--- src/rtl/ps2_key_mapper.sv ---
// ps2_key_mapper
//   Programmable PS/2 keyboard-to-button mapper. Key events from hps_io are
//   queued in a small FIFO. Each event is then compared, one table entry per
//   cycle, against a run-time loaded table of NUM_BTN entries. Every entry
//   that matches sets or clears its own button.
//
//   Optional feature macro: PS2_KEY_MAPPER_AUTOFIRE_EN
//     When defined, an autofire phase generator gates the masked buttons.
//     When undefined, af_mask and af_period are ignored and btn = btn_held.
//
// Ports
//   clk_sys    system clock
//   reset      synchronous, active-high reset
//   ps2_key    [10] toggles on each event, [9] pressed, [8] extended, [7:0] code
//   map_we     table write strobe
//   map_idx    index of the table entry to write
//   map_code   [10] valid, [9] ext wildcard, [8] ext, [7:0] code
//   clr_all    release all buttons, flush the FIFO, abort the scan, clear ovf
//   af_mask    per-button autofire enable
//   af_period  autofire half-period in clk_sys cycles (0 = pass-through)
//   btn        button state, 1 = pressed
//   busy       FIFO non-empty or a scan is running
//   ovf        sticky flag: a key event was dropped because the FIFO was full
module ps2_key_mapper #(
  parameter int NUM_BTN    = 16,
  parameter int FIFO_DEPTH = 4,
  parameter int AF_DIV_W   = 20
) (
  input  logic                       clk_sys,
  input  logic                       reset,
  input  logic [10:0]                ps2_key,
  input  logic                       map_we,
  input  logic [$clog2(NUM_BTN)-1:0] map_idx,
  input  logic [10:0]                map_code,
  input  logic                       clr_all,
  input  logic [NUM_BTN-1:0]         af_mask,
  input  logic [AF_DIV_W-1:0]        af_period,
  output logic [NUM_BTN-1:0]         btn,
  output logic                       busy,
  output logic                       ovf
);

  localparam int IDX_W = $clog2(NUM_BTN);
  localparam int PTR_W = $clog2(FIFO_DEPTH);
  localparam int CNT_W = PTR_W + 1;
  localparam logic [IDX_W-1:0] LAST_IDX  = IDX_W'(NUM_BTN - 1);
  localparam logic [CNT_W-1:0] FIFO_FULL = CNT_W'(FIFO_DEPTH);

  typedef enum logic {
    ST_IDLE,
    ST_SCAN
  } state_t;

  // ---------------------------------------------------------------------------
  // Mapping table
  // ---------------------------------------------------------------------------
  logic [NUM_BTN-1:0] tbl_valid_q, tbl_valid_d;
  logic [NUM_BTN-1:0] tbl_wild_q,  tbl_wild_d;
  logic [NUM_BTN-1:0] tbl_ext_q,   tbl_ext_d;
  logic [7:0]         tbl_code_q [NUM_BTN];
  logic [7:0]         tbl_code_d [NUM_BTN];

  always_comb begin
    tbl_valid_d = tbl_valid_q;
    tbl_wild_d  = tbl_wild_q;
    tbl_ext_d   = tbl_ext_q;
    tbl_code_d  = tbl_code_q;
    if (map_we) begin
      tbl_valid_d[map_idx] = map_code[10];
      tbl_wild_d[map_idx]  = map_code[9];
      tbl_ext_d[map_idx]   = map_code[8];
      tbl_code_d[map_idx]  = map_code[7:0];
    end
  end

  // Only the valid bits are reset; the rest of an entry is don't-care until
  // it is written with valid set.
  always_ff @(posedge clk_sys) begin
    if (reset) begin
      tbl_valid_q <= '0;
    end else begin
      tbl_valid_q <= tbl_valid_d;
    end
  end

  always_ff @(posedge clk_sys) begin
    tbl_wild_q <= tbl_wild_d;
    tbl_ext_q  <= tbl_ext_d;
    tbl_code_q <= tbl_code_d;
  end

  // ---------------------------------------------------------------------------
  // Event capture and FIFO
  // ---------------------------------------------------------------------------
  logic             toggle_prev_q, toggle_prev_d;
  logic [9:0]       fifo_mem_q [FIFO_DEPTH];
  logic [9:0]       fifo_mem_d [FIFO_DEPTH];
  logic [PTR_W-1:0] wr_ptr_q, wr_ptr_d;
  logic [PTR_W-1:0] rd_ptr_q, rd_ptr_d;
  logic [CNT_W-1:0] fifo_cnt_q, fifo_cnt_d;
  logic             ovf_q, ovf_d;

  state_t           state_q, state_d;

  logic toggle_evt;
  logic pop;
  logic push_ok;
  logic drop;

  assign toggle_evt = ps2_key[10] ^ toggle_prev_q;
  assign pop        = (state_q == ST_IDLE) && (fifo_cnt_q != '0) && !clr_all;
  // A pop in the same cycle frees a slot, so a full FIFO still accepts.
  assign push_ok    = toggle_evt && !clr_all && ((fifo_cnt_q != FIFO_FULL) || pop);
  assign drop       = toggle_evt && !clr_all && !push_ok;

  // The toggle reference follows ps2_key[10] every cycle, including reset and
  // clr_all cycles, so a discarded toggle is not seen again later.
  assign toggle_prev_d = ps2_key[10];

  always_comb begin
    fifo_mem_d = fifo_mem_q;
    wr_ptr_d   = wr_ptr_q;
    rd_ptr_d   = rd_ptr_q;
    fifo_cnt_d = fifo_cnt_q;
    ovf_d      = ovf_q;
    if (clr_all) begin
      wr_ptr_d   = '0;
      rd_ptr_d   = '0;
      fifo_cnt_d = '0;
      ovf_d      = 1'b0;
    end else begin
      if (push_ok) begin
        fifo_mem_d[wr_ptr_q] = ps2_key[9:0];
        wr_ptr_d             = wr_ptr_q + 1'b1;
      end
      if (pop) begin
        rd_ptr_d = rd_ptr_q + 1'b1;
      end
      case ({push_ok, pop})
        2'b10:   fifo_cnt_d = fifo_cnt_q + 1'b1;
        2'b01:   fifo_cnt_d = fifo_cnt_q - 1'b1;
        default: fifo_cnt_d = fifo_cnt_q;
      endcase
      if (drop) begin
        ovf_d = 1'b1;
      end
    end
  end

  always_ff @(posedge clk_sys) begin
    toggle_prev_q <= toggle_prev_d;
    if (reset) begin
      wr_ptr_q   <= '0;
      rd_ptr_q   <= '0;
      fifo_cnt_q <= '0;
      ovf_q      <= 1'b0;
    end else begin
      wr_ptr_q   <= wr_ptr_d;
      rd_ptr_q   <= rd_ptr_d;
      fifo_cnt_q <= fifo_cnt_d;
      ovf_q      <= ovf_d;
    end
  end

  always_ff @(posedge clk_sys) begin
    fifo_mem_q <= fifo_mem_d;
  end

  // ---------------------------------------------------------------------------
  // Scan FSM
  // ---------------------------------------------------------------------------
  logic [IDX_W-1:0]   idx_q, idx_d;
  logic [9:0]         ev_q, ev_d;
  logic [NUM_BTN-1:0] btn_held_q, btn_held_d;
  logic               entry_hit;

  assign entry_hit = tbl_valid_q[idx_q] &&
                     (tbl_code_q[idx_q] == ev_q[7:0]) &&
                     (tbl_wild_q[idx_q] || (tbl_ext_q[idx_q] == ev_q[8]));

  always_comb begin
    state_d    = state_q;
    idx_d      = idx_q;
    ev_d       = ev_q;
    btn_held_d = btn_held_q;
    if (clr_all) begin
      state_d    = ST_IDLE;
      idx_d      = '0;
      btn_held_d = '0;
    end else begin
      case (state_q)
        ST_IDLE: begin
          if (pop) begin
            ev_d    = fifo_mem_q[rd_ptr_q];
            idx_d   = '0;
            state_d = ST_SCAN;
          end
        end
        ST_SCAN: begin
          if (entry_hit) begin
            btn_held_d[idx_q] = ev_q[9];
          end
          if (idx_q == LAST_IDX) begin
            state_d = ST_IDLE;
          end else begin
            idx_d = idx_q + 1'b1;
          end
        end
        default: state_d = ST_IDLE;
      endcase
    end
  end

  always_ff @(posedge clk_sys) begin
    if (reset) begin
      state_q    <= ST_IDLE;
      idx_q      <= '0;
      ev_q       <= '0;
      btn_held_q <= '0;
    end else begin
      state_q    <= state_d;
      idx_q      <= idx_d;
      ev_q       <= ev_d;
      btn_held_q <= btn_held_d;
    end
  end

  assign busy = (fifo_cnt_q != '0) | (state_q == ST_SCAN);
  assign ovf  = ovf_q;

  // ---------------------------------------------------------------------------
  // Autofire
  // ---------------------------------------------------------------------------
`ifdef PS2_KEY_MAPPER_AUTOFIRE_EN
  logic [AF_DIV_W-1:0] af_cnt_q, af_cnt_d;
  logic                af_phase_q, af_phase_d;

  // Comparing with >= lets a shortened period take effect at once: a counter
  // already past the new limit wraps on the next cycle.
  always_comb begin
    af_cnt_d   = af_cnt_q + 1'b1;
    af_phase_d = af_phase_q;
    if (clr_all || (af_period == '0)) begin
      af_cnt_d   = '0;
      af_phase_d = 1'b1;
    end else if (af_cnt_q >= (af_period - 1'b1)) begin
      af_cnt_d   = '0;
      af_phase_d = ~af_phase_q;
    end
  end

  always_ff @(posedge clk_sys) begin
    if (reset) begin
      af_cnt_q   <= '0;
      af_phase_q <= 1'b1;
    end else begin
      af_cnt_q   <= af_cnt_d;
      af_phase_q <= af_phase_d;
    end
  end

  assign btn = btn_held_q & ~(af_mask & {NUM_BTN{~af_phase_q}});
`else
  logic unused_af;
  assign unused_af = ^{af_mask, af_period};
  assign btn       = btn_held_q;
`endif

endmodule

--- config.mk ---
export PLATFORM = sky130hd
export DESIGN_NAME = ps2_key_mapper
export DESIGN_NICKNAME = d
export VERILOG_FILES = /design/src/rtl/ps2_key_mapper.sv
export SDC_FILE = /design/constraint.sdc
export NUM_CORES = 1
export LEC_CHECK = 0
export ABC_AREA = 1
export CAP_MARGIN = 20
export CELL_PAD_IN_SITES_DETAIL_PLACEMENT = 0
export CELL_PAD_IN_SITES_GLOBAL_PLACEMENT = 1
export CORE_ASPECT_RATIO = 0.9
export CORE_MARGIN = 5
export CORE_UTILIZATION = 45
export CTS_BUF_LIST = sky130_fd_sc_hd__clkbuf_8 sky130_fd_sc_hd__clkbuf_16
export DETAILED_ROUTE_END_ITERATION = 12
export GPL_ROUTABILITY_DRIVEN = 1
export PLACE_DENSITY = 0.79
export SKIP_LAST_GASP = 1
export SYNTH_ARGS = -nofsm -noshare
export SYNTH_HDL_FRONTEND = slang
export SYNTH_SLANG_ARGS = --single-unit
--- constraint.sdc ---
create_clock -name clk_sys -period 2.6 [get_ports clk_sys]
set_input_delay 0.52 -clock clk_sys [delete_from_list [all_inputs] [get_ports clk_sys]]
set_output_delay 0.52 -clock clk_sys [all_outputs]
set_load 0.005 [all_outputs]
# Yosys cells after proc, flatten, opt, wreduce, memory -nomap -nowiden
# Cells that the tools add are included.
[classes]
add_sub_neg = 5
multipliers = 0
n_div = 0
order_cmp = 10
eq_ne = 8
n_shift = 0
mux = 33
bitwise = 8
n_reduce_logical = 22
[op_table]
columns = ["op", "count"]
rows = [
  ["128-bit bitwise mux", 1],
  ["16-bit bitwise mux", 4],
  ["40-bit bitwise mux", 1],
  ["8-bit binary-select mux with 4-bit select", 1],
  ["8-bit demux with 4-bit select", 1],
  ["10-bit two-way mux", 3],
  ["8-bit two-way mux", 3],
  ["10-bit binary-select mux with 2-bit select", 1],
  ["10-bit demux with 2-bit select", 1],
  ["1-bit binary-select mux with 4-bit select", 3],
  ["1-bit logical AND", 11],
  ["5-bit greater-or-equal comparator, second input constant", 2],
  ["4-bit by 5-bit < comparator with 1-bit output, second input constant", 2],
  ["4-bit NOT with 5-bit output", 2],
  ["1-bit demux with 4-bit select", 2],
  ["8-bit == test", 1],
  ["4-bit by 1-bit greater-or-equal comparator with 1-bit output, second input constant", 2],
  ["4-bit two-way mux", 2],
  ["4-bit one-hot mux with 2 select lines", 1],
  ["1-bit two-way mux", 7],
  ["3-bit greater-or-equal comparator, second input constant", 2],
  ["2-bit NOT with 3-bit output", 2],
  ["3-bit one-hot mux with 2 select lines", 1],
  ["2-bit AND reduction", 3],
  ["22 further kinds", 27],
]
[totals]
regBits = 256
latch_bits = 0
ram_bits = 0
rom_bits = 0
in_bits = 66
output_inout_bits = 18
word_cells = 118
n_memories = 0

# Longest topological paths before layout
# Gate-level depths: netlist of the first run.
[logic_depth]
depth_word = 8
mapped_depth = 19
mapped_depth_nobuf = 17

# Worst setup path after synthesis of the first run
# OpenSTA, ideal clock, no wires.
[synth_timing]
kind = "input -> register"
from = "in clr_all"
to = "reg fifo_cnt_q[2]"
setup_ns = 0.122
t_arrival_ns = 2.158
setup_slack_ns = 0.320
stages = 9
path_buffers = 1
cell_sequence = "nor3_1 clkbuf_1 ha_1 inv_1 fa_1 a21oi_1 o21ai_0 o21ai_0 a21oi_1"
[synth_via]
elab_chain_len = 6
elab_cells_between_ends = 10
classes_between = "eq/ne (2); mux (1); reduce/logical (7)"
[synth_lines]
columns = ["item", "line", "rtl"]
rows = [
  ["start, declared", "35", "input logic clr_all,"],
  ["1-bit logical NOT (*)", "111", "assign pop = (state_q == ST_IDLE) && (fifo_cnt_q != '0) && !clr_all;"],
  ["1-bit logical AND (*)", "111", ""],
  ["named net pop", "106", "logic pop;"],
  ["1-bit logical OR", "113", "assign push_ok = toggle_evt && !clr_all && ((fifo_cnt_q != FIFO_FULL) || pop);"],
  ["1-bit logical AND", "113", ""],
  ["2-bit by 1-bit == test with 1-bit output or 2-bit == test (tied branches)", "139", "case ({push_ok, pop})"],
  ["3-bit one-hot mux with 2 select lines or 2-bit nonzero test (tied branches)", "--", ""],
  ["end signal, assigned", "160", "fifo_cnt_q <= fifo_cnt_d;"],
  ["end, declared", "100", "logic [CNT_W-1:0] fifo_cnt_q, fifo_cnt_d;"],
]
# The timed path passes the listed nets; every way through them passes the cells marked *.
# A chain may end at the register's enable or synchronous reset.

# Worst setup path after layout of the first run
[layout_timing]
from = "reg idx_q[0]"
to = "reg btn_held_q[14], in the netlist btn[14]"
[layout_via]
elab_chain_len = 8
elab_cells_between_ends = 22
classes_between = "order compare (2); eq/ne (2); mux (12); bitwise (1); reduce/logical (5)"
[layout_lines]
columns = ["item", "line", "rtl"]
rows = [
  ["start, declared", "172", "logic [IDX_W-1:0] idx_q, idx_d;"],
  ["start signal, assigned", "222", "idx_q <= idx_d;"],
  ["4-bit NOT with 5-bit output (not written as such)", "178", "(tbl_code_q[idx_q] == ev_q[7:0]) &&"],
  ["8-bit binary-select mux with 4-bit select", "178", ""],
  ["8-bit two-way mux (not written as such) (2 in series)", "178", ""],
  ["8-bit == test", "178", ""],
  ["1-bit logical AND", "177", "assign entry_hit = tbl_valid_q[idx_q] &&"],
  ["1-bit logical AND", "178", ""],
  ["2-bit AND reduction (no line)", "--", ""],
  ["end signal, assigned", "224", "btn_held_q <= btn_held_d;"],
  ["end, declared", "174", "logic [NUM_BTN-1:0] btn_held_q, btn_held_d;"],
]
# Several ways; a longest one is shown, not always the timed one. The select of a mux whose other input is x is not followed.

==> impl_metrics.tcl, run 1 <==
set metrics [dict create \
    ir_worst_vdd_mv 0.4404 \
    drv_cap 0 \
    grt_usage 0.1877 \
    ios 84 \
    avgViaCountPerCell 4.821 \
    dp_cells 1635 \
    crit_path_start_kind "flip-flop" \
    async_flop_share 0 \
    crit_arrival_ps 2870 \
    crit_type "flip-flop to flip-flop" \
    cts_tree "yes" \
    crit_fanout 15 \
    cts_hold_buf 0 \
    synth-edff-count 200 \
    drtIter0Drc 655 \
    final_cells 1690 \
    critPathCaptureType "flip-flop" \
    drc_errors 0 \
    core_area_mm2 0.02505 \
    synth.top_cell.area_share 0.5277 \
    insertedDiodeCount 0 \
    yosys.area.top_type "edfxtp_1" \
    via_count 8148 \
    drv_slew 0 \
    gp_congestion 0.7821 \
    clockBufferDepth 3 \
    netlist_area_mm2 0.01138 \
    root_buffer "clkbuf_16" \
    fmax_ghz 0.4177 \
    status "completed" \
    grt-ovfl-total 0 \
    yosys_warnings 0 \
    grt_pass1_wl_um 42230 \
    clk_latency_ps 540 \
    setup_viol_count_final 0 \
    hold_path.class "input port to flip-flop" \
    power.density_mw_per_mm2 666.9 \
    synth_common_cells "nand2_1, edfxtp_1, nor2_1, inv_1, nand3_1" \
    core.rowCount 55 \
    static-leakage-power_nw 5.476 \
    syn_area_per_cell_um2 9.112 \
    die-height_um 160.9 \
    hpwl_um 16840 \
    ys_seq_area_frac 0.6262 \
    initial_core_util 0.4543 \
    rsz0062_at_grt "yes" \
    path_clk_slew_ps 60 \
    cts_made_buffers 28 \
    yosysMostFrequentCell "nand2_1" \
    synthTopCellsByArea "edfxtp_1, nand2_1, dfxtp_1" \
    syn_inst 1249 \
    grt_pass1_vias 7751 \
    cts.sinks 256 \
    syn_to_final_growth_pct 18.28 \
    worst_pin_slew_ps 620.2 \
    syn_nets 1325 \
    place_ws_ps 17.38 \
    antenna_found_initial 0 \
    maxSlewHeadroom 0.5852 \
    portBuffers 47 \
    finalCritPeriodShare 0.9208 \
    htreeDepth 1 \
    die_w_um 177.6 \
    postRouteWirelength_um 27040 \
    min_period_ps 2394 \
    synth.distinct_cells 27 \
    grt_start_max_net_pins 64 \
    hold_viol_final 0 \
    synth_seq_cells 256 \
    drive_above_1_share 0.07641 \
    dieArea_mm2 0.02858 \
    first_pass_iters 4 \
    cp.required_ps 3070 \
    ys.flop_type "edfxtp_1" \
    antenna_left 0 \
    skew_ps 7.560 \
    setup_ws_ps 205.9 \
    num-nets-final 1402 \
    routedWlPerCell_um 16.00 \
]
==> area by class of cell <==
class / instances / area (um^2)
clock buffer: 34 / 839.6
clock inverter: 18 / 138.9
fill: 2244 / 11590
inverter: 186 / 703.2
multi-input combinational: 757 / 3318
sequential: 256 / 7129
tap: 342 / 427.9
timing repair buffer: 97 / 904.6
==> repair_timing <==
item / CTS / global route
gates resized for setup: 0 / 9
setup buffers: 0 / 1
endpoints found under the setup margin: 0 / 16
hold endpoints to repair: 0 / 0
==> layout by cell type (no fill, tap or decap), types with 10 or more instances in the layout <==
cell type	n
o21ai_0	58
dfxtp_1	54
nor3_1	17
buf_4	45
clkdlybuf4s50_1	47
inv_1	190
a31oi_1	10
nand4_1	17
nor2_1	197
nand2_1	331
clkbuf_16	34
edfxtp_1	200
nand3_1	78
a21oi_1	15
==> per-layer routing <==
| metal | part of all wire | wire, um | GRT usage |
|---|---|---|---|
| met5 | 0 | 0 | 0 |
| met2 | 0.46 | 12430 | 0.3030 |
| met4 | 0.026 | 698 | 0.04815 |
| met1 | 0.47 | 12660 | 0.2682 |
| met3 | 0.046 | 1253 | 0.02707 |
==> through the flow <==
stage               area, um^2  setup TNS [ps]  power, mW    util  hold WS, ps
floorplan                11380               0      4.816       -        443.6
global placement         12390               0      4.996  0.4948        458.7
detailed placement       12390               0      5.006  0.4948        468.6
CTS                      13370               0      9.045  0.5339        461.4
global route             13460          -11.07      9.279  0.5374        485.9
finish                   13460               0      8.978  0.5374        479.6
==> state kept, by name, indices dropped and copies added, names as in the netlist <==
signal,cells
tbl_code_q,128
fifo_mem_q,40
btn,16
tbl_ext_q,16
tbl_valid_q,16
tbl_wild_q,16
ev_q,10
idx_q,4
fifo_cnt_q,3
rd_ptr_q,2
wr_ptr_q,2
ovf,1
state_q,1
toggle_prev_q,1
==> report_power, final <==
part           leakage, nW  internal (mW)  total, mW  switching [mW]
clock                0.507           2.48       4.05            1.57
sequential            2.26           4.49       4.52          0.0298
combinational         2.71          0.138      0.401           0.263
==> kinds of logic (layout without fill, tap and decap cells) <==
group,Yosys count,in the layout,synth area share
AOI/OAI and AO/OA,98,98,0.04573
xor gates and xnor gates,1,1,0.0007697
adders and majority gates,10,10,0.01165
buffers and inverters,237,335,0.08575
DFF,256,256,0.6262
and+or+nand+nor,647,648,0.2299
==> worst max-delay path, stage by stage (launching register included) <==
cell,delay [ps]
dfxtp_2,490
inv_6,110
buf_4,220
nand2_1,70
nand3_1,70
nand2_1,80
nand2_1,50
nand2_1,190
nor2_1,70
nand2_1,60
nand2_1,80
inv_1,70
nand2_1,80
nor2_4,220
nand3_4,160
nor2_1,130
nor2_1,50
nor2_1,100
==> path summary, 6_finish.rpt <==
| kind | from | end | slack [ps] | depth (start not counted) |
|---|---|---|---|---|
| worst min-delay path | ps2_key[10] | toggle_prev_q$_DFF_P_ | 480 | 1 |
| worst max-delay path | idx_q[0]$_SDFFE_PP0P_ | btn[14]$_SDFFE_PP0P_ | 210 | 17 |
| worst max register to register | idx_q[0]$_SDFFE_PP0P_ | btn[14]$_SDFFE_PP0P_ | 210 | 17 |
| worst min register to register | btn[11]$_SDFFE_PP0P_ | btn[11]$_SDFFE_PP0P_ | 480 | 2 |
(Power assumes the default switching activity.)
==> run 2: changes to the inputs <==
--- a/config.mk
+++ b/config.mk
@@ -11,11 +11,11 @@
 export CELL_PAD_IN_SITES_GLOBAL_PLACEMENT = 1
 export CORE_ASPECT_RATIO = 0.9
 export CORE_MARGIN = 5
-export CORE_UTILIZATION = 45
+export CORE_UTILIZATION = 41
 export CTS_BUF_LIST = sky130_fd_sc_hd__clkbuf_8 sky130_fd_sc_hd__clkbuf_16
 export DETAILED_ROUTE_END_ITERATION = 12
 export GPL_ROUTABILITY_DRIVEN = 1
-export PLACE_DENSITY = 0.79
+export PLACE_DENSITY = 0.76
 export SKIP_LAST_GASP = 1
 export SYNTH_ARGS = -nofsm -noshare
 export SYNTH_HDL_FRONTEND = slang
==> constraint.sdc (replaced) <==
create_clock -name clk_sys -period 2.15 [get_ports clk_sys]
set_input_delay 0.43 -clock clk_sys [delete_from_list [all_inputs] [get_ports clk_sys]]
set_output_delay 0.43 -clock clk_sys [all_outputs]
set_load 0.005 [all_outputs]
==> impl_metrics.tcl, run 2 (synthesized netlist as in run 1, its figures left out) <==
set metrics [dict create \
    static-leakage-power_nw 5.713 \
    setup_ws_ps -66.55 \
    cts_made_buffers 28 \
    crit_arrival_ps 2690 \
    ios 84 \
    critPathCaptureType "flip-flop" \
    worst_pin_slew_ps 643.1 \
    htreeDepth 1 \
    violations "negative setup slack" \
    drtIter0Drc 632 \
    cp_num_cells 15 \
    antenna_left 0 \
    reg2regPathDepth 15 \
    cts.sinks 256 \
    core.rowCount 57 \
    drt-met1-wl_um 13680 \
    wl_met2_um 12080 \
    reg_top3 "tbl_code_q (128), fifo_mem_q (40)" \
    dieArea_mm2 0.03120 \
    num-nets-final 1430 \
    clockBufferDepth 3 \
    clk_latency_ps 540 \
    drv_slew 0 \
    gp_congestion 0.8003 \
    hpwl_um 17960 \
    die-height_um 168.1 \
    largest_reg_flops 128 \
    grt_pass1_wl_um 44020 \
    core_area_mm2 0.02717 \
    crit_chain "buf_4 -> clkbuf_16 -> nand2_1 -> nand3_1 -> nand2_1 -> a21oi_1 -> nand4_1 -> nor2_1 -> nand2_1 -> nor2_2 -> nand3_2 -> buf_12 -> nor2_1 -> nor2_1 -> nor2_1" \
    seqCellArea_mm2 0.007133 \
    top_layer_used "met4" \
    power.density_mw_per_mm2 785.3 \
    maxSlewHeadroom 0.5699 \
    cp.required_ps 2620 \
    ff2ff_setup_slack_ps -70 \
    skew_ps 19.01 \
    cp_slowest_cell "dfxtp_4" \
    whs_ps 439.8 \
    hold_path.class "input port to flip-flop" \
    syn_to_final_growth_pct 23.26 \
    antenna_found_initial 0 \
    root_buffer "clkbuf_16" \
    cp.buffers_inverters 3 \
    max_stage_delay_ps 470 \
    grt-ovfl-total 0 \
    rsz0062_at_grt "yes" \
    crit_fanout 16 \
    drive_above_1_share 0.1054 \
    top_register "tbl_code_q" \
    layout_commonest_cell "nand2_1" \
    via_count 8395 \
    cts_hold_buf 0 \
    drv_cap 0 \
    critical_path.top_delay_family "simple AND/OR/NAND/NOR gates" \
    dr_wl_met3_um 1370 \
    crit_path_start_kind "flip-flop" \
    multi_input_area_mm2 0.003311 \
    min_period_ps 2217 \
    path_clk_slew_ps 60 \
    hold_viol_final 0 \
    worstHoldPathCells 1 \
    postRouteWirelength_um 27720 \
    fmax_ghz 0.4512 \
    grt_start_max_net_pins 31 \
    ir_worst_vdd_mv 0.4609 \
    fin_util 0.5163 \
    cts_tree "yes" \
    grt_usage 0.1796 \
    grt_pass1_vias 7953 \
    final_cell_mix "nand2_1, edfxtp_1, nor2_1, inv_1, nand3_1" \
    initial_core_util 0.4188 \
    setup_viol_count_final 16 \
    finalCritPeriodShare 1.031 \
    crit_type "flip-flop to flip-flop" \
    status "finished with violations" \
    place_ws_ps -298.0 \
    die_w_um 185.6 \
    first_pass_iters 4 \
    drc_errors 0 \
    routedWlPerCell_um 16.02 \
    avgViaCountPerCell 4.853 \
    cpMostUsedCell "nor2_1" \
    portBuffers 47 \
    insertedDiodeCount 0 \
    fillers 2482 \
]
[run 2: cell count changes in the layout (fill, tap and decap cells not counted), sizes merged]
cell	delta
clkinvlp	+2
buf	+28
bufbuf	+1
clkinv	+2
nand3	-1
clkbuf	-3
bufinv	+3
inv	-4
[run 2: routing by layer]
metal / global-route usage / vias up
li1: - / 4227
met1: 0.2774 / 3935
met5: 0 / -
met4: 0.03991 / 0
met3: 0.02136 / 38
met2: 0.2728 / 195
[run 2: final timing paths]
check / from / end
max: idx_q[0]$_SDFFE_PP0P_ / btn[5]$_SDFFE_PP0P_
min: ps2_key[10] / toggle_prev_q$_DFF_P_
min reg2reg: ovf$_SDFFE_PP0P_ / ovf$_SDFFE_PP0P_
max reg2reg: idx_q[0]$_SDFFE_PP0P_ / btn[5]$_SDFFE_PP0P_
[run 2: report_power, final]
part / total (mW) / switching (mW) / internal, mW
sequential: 5.47 / 0.0387 / 5.43
combinational: 0.521 / 0.323 / 0.198
clock: 5.02 / 1.91 / 3.12
total: 11.0 / 2.27 / 8.75
[run 2: metrics by stage]
step / TNS [ps] / power [mW] / cell area (um^2) / std cells
after floorplan: 0 / 5.824 / 11380 / 1249
after global placement: -1571 / 6.082 / 12870 / 1673
after detailed placement: -2389 / 6.093 / 12870 / 1673
after CTS: -705.8 / 11.11 / 13940 / 1727
after global routing: -3494 / 11.40 / 14030 / 1730
final: -914.3 / 11.02 / 14030 / 1730
[run 2: cell type report]
cell class / instances / share of cell area
Sequential cell: 256 / 0.5085
Multi-Input combinational cell: 756 / 0.2360
Timing Repair Buffer: 126 / 0.1028
Clock buffer: 31 / 0.05369
Inverter: 186 / 0.05030
Tap cell: 354 / 0.03157
Clock inverter: 21 / 0.01712
[run 2: worst reg2reg max path: stages, from the launching register on]
cell and delay, ps:
dfxtp_4 470, buf_4 170, clkbuf_16 170, nand2_1 60, nand3_1 80, nand2_1 80, a21oi_1 170, nand4_1 100
nor2_1 140, nand2_1 80, nor2_2 130, nand3_2 110, buf_12 160, nor2_1 110, nor2_1 50, nor2_1 90
[run 2: timing repair]
action	4_1_cts	5_1_grt
resized for setup	5	19
setup buffers	0	2
setup endpoints to repair	16	18
pin swaps	0	11
gates cloned	2	1
